**src/rtl/tlut_pkg.sv**
```systemverilog
// Shared types and default dimensions for the temporal-LUT multiplier array.
package tlut_pkg;

    localparam int unsigned TLUT_DIM_C        = 16;
    localparam int unsigned TLUT_WEIGHT_WIDTH = 8;

    typedef logic [TLUT_WEIGHT_WIDTH-1:0] weight_t;
    typedef weight_t [TLUT_DIM_C-1:0]     weight_vec_t;

    typedef enum logic {
        FILL,
        HOLD
    } state_e;

endpackage

```
**src/rtl/weight_vec_slot.sv**
```systemverilog
// Output holding register for one packed weight vector, presented on a valid/ready handshake.
module weight_vec_slot #(
    parameter int unsigned DIM_C        = 16,
    parameter int unsigned WEIGHT_WIDTH = 8
) (
    input  logic                                 clk,
    input  logic                                 rst_n,
    input  logic                                 load,
    input  logic [DIM_C-1:0][WEIGHT_WIDTH-1:0]   load_data,
    input  logic                                 load_short,
    output logic                                 slot_free,
    output logic                                 vec_valid,
    input  logic                                 vec_ready,
    output logic [DIM_C-1:0][WEIGHT_WIDTH-1:0]   vec_data,
    output logic                                 vec_short
);

    logic                               valid_q;
    logic [DIM_C-1:0][WEIGHT_WIDTH-1:0] data_q;
    logic                               short_q;

    // The slot can accept a new vector in the same cycle it is being drained.
    assign slot_free = !valid_q || vec_ready;

    always_ff @(posedge clk or negedge rst_n) begin
        if (!rst_n) begin
            valid_q <= 1'b0;
            data_q  <= '0;
            short_q <= 1'b0;
        end else if (load) begin
            valid_q <= 1'b1;
            data_q  <= load_data;
            short_q <= load_short;
        end else if (vec_ready) begin
            valid_q <= 1'b0;
        end
    end

    assign vec_valid = valid_q;
    assign vec_data  = data_q;
    assign vec_short = short_q;

endmodule

```
**src/rtl/weight_stream_packer.sv**
```systemverilog
// Packs a one-weight-per-beat stream into DIM_C-lane vectors, with one fill buffer
// behind a single output slot so input keeps flowing while a vector waits.
module weight_stream_packer
    import tlut_pkg::*;
#(
    parameter int unsigned  DIM_C        = TLUT_DIM_C,
    parameter int unsigned  WEIGHT_WIDTH = TLUT_WEIGHT_WIDTH,
    localparam int unsigned LANE_W       = $clog2(DIM_C)
) (
    input  logic                                 clk,
    input  logic                                 rst_n,
    input  logic                                 in_valid,
    output logic                                 in_ready,
    input  logic [WEIGHT_WIDTH-1:0]              in_data,
    input  logic                                 in_last,
    output logic                                 vec_valid,
    input  logic                                 vec_ready,
    output logic [DIM_C-1:0][WEIGHT_WIDTH-1:0]   vec_data,
    output logic                                 vec_short,
    output logic [LANE_W-1:0]                    lane_cnt
);

    typedef logic [DIM_C-1:0][WEIGHT_WIDTH-1:0] vec_t;

    localparam logic [LANE_W-1:0] LastLane = LANE_W'(DIM_C - 1);

    state_e            state_q, state_d;
    logic [LANE_W-1:0] lane_q, lane_d;
    vec_t              fill_q, fill_d;
    logic              short_q, short_d;

    logic accept;
    logic last_beat;
    logic slot_free;
    logic load;
    logic load_short;
    vec_t load_data;

    // Lanes above the final written lane read as zero, so stale fill contents never leak.
    function automatic vec_t mask_lanes(input vec_t v, input logic [LANE_W-1:0] fin);
        vec_t m;
        for (int unsigned i = 0; i < DIM_C; i++) begin
            m[i] = (i > 32'(fin)) ? '0 : v[i];
        end
        return m;
    endfunction

    assign in_ready  = (state_q == FILL);
    assign accept    = in_valid && in_ready;
    assign last_beat = in_last || (lane_q == LastLane);

    always_comb begin
        state_d    = state_q;
        lane_d     = lane_q;
        fill_d     = fill_q;
        short_d    = short_q;
        load       = 1'b0;
        load_short = 1'b0;
        unique case (state_q)
            FILL: begin
                if (accept) begin
                    fill_d[lane_q] = in_data;
                    if (last_beat) begin
                        short_d = in_last && (lane_q != LastLane);
                        if (slot_free) begin
                            load       = 1'b1;
                            load_short = short_d;
                            lane_d     = '0;
                        end else begin
                            // lane_q is kept as the final-lane index of the held vector
                            state_d = HOLD;
                        end
                    end else begin
                        lane_d = lane_q + LANE_W'(1);
                    end
                end
            end
            HOLD: begin
                if (slot_free) begin
                    load       = 1'b1;
                    load_short = short_q;
                    lane_d     = '0;
                    state_d    = FILL;
                end
            end
            default: state_d = FILL;
        endcase
        load_data = mask_lanes(fill_d, lane_q);
    end

    always_ff @(posedge clk or negedge rst_n) begin
        if (!rst_n) begin
            state_q <= FILL;
            lane_q  <= '0;
            fill_q  <= '0;
            short_q <= 1'b0;
        end else begin
            state_q <= state_d;
            lane_q  <= lane_d;
            fill_q  <= fill_d;
            short_q <= short_d;
        end
    end

    assign lane_cnt = lane_q;

    weight_vec_slot #(
        .DIM_C        (DIM_C),
        .WEIGHT_WIDTH (WEIGHT_WIDTH)
    ) u_slot (
        .clk        (clk),
        .rst_n      (rst_n),
        .load       (load),
        .load_data  (load_data),
        .load_short (load_short),
        .slot_free  (slot_free),
        .vec_valid  (vec_valid),
        .vec_ready  (vec_ready),
        .vec_data   (vec_data),
        .vec_short  (vec_short)
    );

endmodule

```
**config.mk**
```make
export PLATFORM = sky130hd
export DESIGN_NAME = weight_stream_packer
export DESIGN_NICKNAME = d
export VERILOG_FILES = /design/src/rtl/tlut_pkg.sv /design/src/rtl/weight_vec_slot.sv /design/src/rtl/weight_stream_packer.sv
export SDC_FILE = /design/constraint.sdc
export NUM_CORES = 1
export LEC_CHECK = 0
export ABC_AREA = 1
export CORE_MARGIN = 2
export CORE_UTILIZATION = 45
export DETAILED_ROUTE_END_ITERATION = 12
export PLACE_DENSITY = 0.71
export REMOVE_ABC_BUFFERS = 1
export SLEW_MARGIN = 20
export SYNTH_ARGS = -nofsm -noshare
export SYNTH_HDL_FRONTEND = slang
export SYNTH_SLANG_ARGS = --single-unit
export TNS_END_PERCENT = 100
```
**constraint.sdc**
```tcl
create_clock -name clk -period 2.2 [get_ports clk]
set_clock_uncertainty 0.2 [all_clocks]
set_input_delay 0.66 -clock clk [delete_from_list [all_inputs] [get_ports clk]]
set_output_delay 0.66 -clock clk [all_outputs]
set_load 0.05 [all_outputs]
```
==> results of run 1 <==
[layer usage]
layer,routed length (um),part of all wire,global-route usage
met1,12660,0.46,0.3353
met2,12750,0.46,0.3541
met3,1573,0.057,0.02974
met4,839,0.030,0.08268
met5,0,0,0
[tightest hold or removal path, stage by stage (launching register included)]
cell,delay (ps)
dfrtp_1,320
nand2_1,50
nand2_1,60
[cells in the final DEF, fill, tap and decap left out, types with 11 or more instances in the layout]
cell type | netlist | final
buf_12 | 0 | 27
buf_4 | 5 | 186
clkbuf_16 | 0 | 27
clkdlybuf4s50_1 | 0 | 11
dfrtp_1 | 264 | 262
inv_1 | 14 | 14
nand2_1 | 588 | 588
nand3_1 | 144 | 143
nor2_1 | 28 | 28
o21ai_0 | 76 | 76
[cells by family after synthesis]
kind of cell / Yosys count
adder cells (fa/ha/maj): 5
AND/OR/NAND/NOR: 771
AO/OA/AOI/OAI: 83
flip-flops: 264
buffers and inverters: 80
[how the worst max path moves through the flow]
stage | from | endpoint | slack [ps] | depth (start not counted)
3_5_place_dp | in_valid | u_slot.vec_data[9] | -380 | 10
5_1_grt | lane_cnt[2] | lane_cnt[2] | 6 | 2
3_3_place_gp | in_valid | u_slot.vec_data[31] | -330 | 10
2_1_floorplan | lane_cnt[3] | u_slot.vec_data[100] | -2360 | 6
4_1_cts | lane_cnt[0] | lane_cnt[0] | 20 | 2
6_report | lane_cnt[2] | lane_cnt[2] | 50 | 2
[registers in the layout (all words and copies together) (netlist names)]
name,flops
fill_q,128
u_slot.vec_data,128
u_slot.vec_valid,1
lane_cnt,4
u_slot.vec_short,1
state_q,1
short_q,1
[cell usage after synthesis, types with 2 or more instances]
library cell    n  area (um2)
buf_4           5       37.54
nand3_1       144       720.7
o21ai_1         3       15.01
clkbuf_1       26       97.59
nand3_2         4       40.04
dfrtp_1       264        6606
a21oi_1         3       15.01
buf_2          18       90.09
nor2_2          4       25.02
buf_6           2       22.52
nand2_1       588        2207
inv_2           3       11.26
nor2_1         28       105.1
o21ai_0        76       380.4
buf_1           9       33.78
ha_1            5       62.56
inv_1          14       52.55
[repair_timing]
action | 4_1_cts | 5_1_grt
pin swaps | 0 | 0
gates resized for setup | 2 | 5
setup endpoints to repair | 2 | 12
hold buffers | 1 | 0
hold endpoints to repair | 28 | 0
[report_power, final]
part | switching [mW] | internal (mW) | leakage, nW | total [mW]
Sequential | 0.239 | 5.47 | 3.60 | 5.70
Combinational | 1.75 | 0.767 | 3.67 | 2.52
Clock | 1.92 | 2.83 | 0.440 | 4.75
Total | 3.91 | 9.06 | 7.71 | 13.0
[final cells by class]
class                   instances  share of cell area
repair buffers                227              0.1517
clock buffers                  32             0.05277
flip-flops and latches        264              0.4814
clock inverters                17             0.01522
multi-input cells             859              0.2640
inverters                      20            0.005742
well taps                     319             0.02907
[stage by stage]
stage | hold WS, ps | setup slack (ps) | util | instances | instance area [um2]
detailed placement | 255.0 | -376.7 | 0.5486 | 1688 | 12760
floorplan | 164.4 | -2360 | - | 1143 | 10290
global route | 284.1 | 6.079 | 0.5901 | 1738 | 13730
finish | 268.9 | 45.79 | 0.5901 | 1738 | 13730
CTS | 270.3 | 18.16 | 0.5895 | 1738 | 13710
global placement | 250.4 | -331.9 | 0.5486 | 1688 | 12760
==> run_results.csv, run 1 <==
group,metric,value,unit
global_route,grt_start_max_net_pins,55,
floorplanning,num_rows,56,
synthesis,yosys_warnings,0,
layout,nFillCells,2035,
floorplanning,dieArea,0.02473,mm2
worst_setup_path,crit_fanout,9,
floorplanning,start_util,0.4543,
layout,drive_gt1_frac,0.1987,
worst_setup_path,crit_buf_inv,2,
cts,cts_buffers,27,
cts,tritoncts,"built",
hold_path,hold-path-endpoint,"fill_q[112]",
floorplanning,chipHeight,157.2,um
sta,rsz0062_at_grt,"no",
cts,clk_pin_slew,60,ps
worst_setup_path,worstSetupStartpointType,"flip-flop",
synthesis,synth-compound-area-share,0.03955,
drt,wl,27.82,mm
global_route,globalRouteTotalUtil,0.2296,
synthesis,synth_fa_ha_area_frac,0.005920,
synthesis,muxShareOfSynthArea,0,
worst_setup_path,path_class,"flip-flop to primary output",
cts,htree_num_levels,1,
layout,regArea,0.006609,mm2
drt,routed_via_density,5.001,
layout,fin_nets,1417,
synthesis,synth.distinct_cells,24,
synthesis,async_flop_share,1.000,
synthesis,synth_seq_cells,264,
sta,hold_violations,0,
synthesis,netlist_area,0.01057,mm2
worst_setup_path,cp_slowest_stage_delay,410,ps
layout,area_delta_synth_final,29.91,%
worst_setup_path,crit_required,1340,ps
synthesis,synth-simple-area-share,0.2953,
place,dp_hpwl,18.07,mm
pwr,leakage,7.707,nW
sta,layout_min_cycle_time,2154,ps
drt,drt-initial-drc-count,561,
floorplanning,core,0.02326,mm2
cts,cts_buffer_depth,3,
synthesis,synth_edf_count,0,
run,drv_cap,0,
worst_setup_path,cp_top_family,"flip-flops",
worst_setup_path,crit_path_end_kind,"primary output",
sta,post-route-period-util,0.9792,
floorplanning,num_io_pins,148,
sta,fmax,0.4642,GHz
floorplanning,die_width,157.2,um
pwr,peakVddDrop,0.6877,mV
place,portBuffers,147,
drt,wl_per_cell,16.01,um
drt,firstDrtPassIters,4,
drt,drc,0,
synthesis,synth_xor_area_frac,0,
global_route,gr-total-overflow,0,
worst_setup_path,crit_chain,"buf_4 > buf_12",
pwr,powerDensity,945.0,mW/mm2
sta,finalSetupTns,0,ps
sta,maxSlewHeadroom,0.5122,
worst_setup_path,timing.rr.end,"u_slot.vec_data[17]",
hold_path,min_from,"fill_q[112]",
outcome,status,"finished, final reports clean",
cts,post-cts-setup-buffer-count,0,
worst_setup_path,cp_data_arrival_time,1290,ps
hold_path,hp-class,"flip-flop to flip-flop",
cts,cts.sinks,264,
sta,max_slew.worst_pin.slew,731.7,ps
worst_setup_path,r2r_start,"lane_cnt[0]",
cts,clk_latency,530,ps
worst_setup_path,r2r_setup_slack,160,ps
pwr,total_power,12.97,mW
synthesis,ys.flop_type,"dfrtp_1",
global_route,antenna_found_initial,0,
sta,slew_viol_final,0,
synthesis,synth_top_family_by_area,"simple AND/OR/NAND/NOR gates",
layout,diodes,0,
worst_setup_path,worstRegToRegCells,6,
synthesis,syn_inst,1203,
layout,multiInputGateArea,0.003625,mm2
sta,finalSetupViolations,0,
synthesis,syn_avg_cell_area,8.784,um2
synthesis,yosysSeqAreaShare,0.6251,
drt,vias,8692,
drt,ant_nets,0,
worst_setup_path,cp_slowest_cell,"dfrtp_1",
hold_path,whs_path_depth,2,
cts,cts_root_buffer,"clkbuf_16",
global_route,first_global_vias,8493,
place,gp_congestion,0.7977,
global_route,grt_first_pass_wirelength,44.91,mm
(Power assumes the default switching activity.)
==> run 2: changes to the inputs <==
--- a/config.mk
+++ b/config.mk
@@ -15,4 +15,3 @@
 export SYNTH_ARGS = -nofsm -noshare
 export SYNTH_HDL_FRONTEND = slang
 export SYNTH_SLANG_ARGS = --single-unit
-export TNS_END_PERCENT = 100
==> results of run 2 <==
Same layout as run 1: the final DEF is identical, and so are final timing and power.
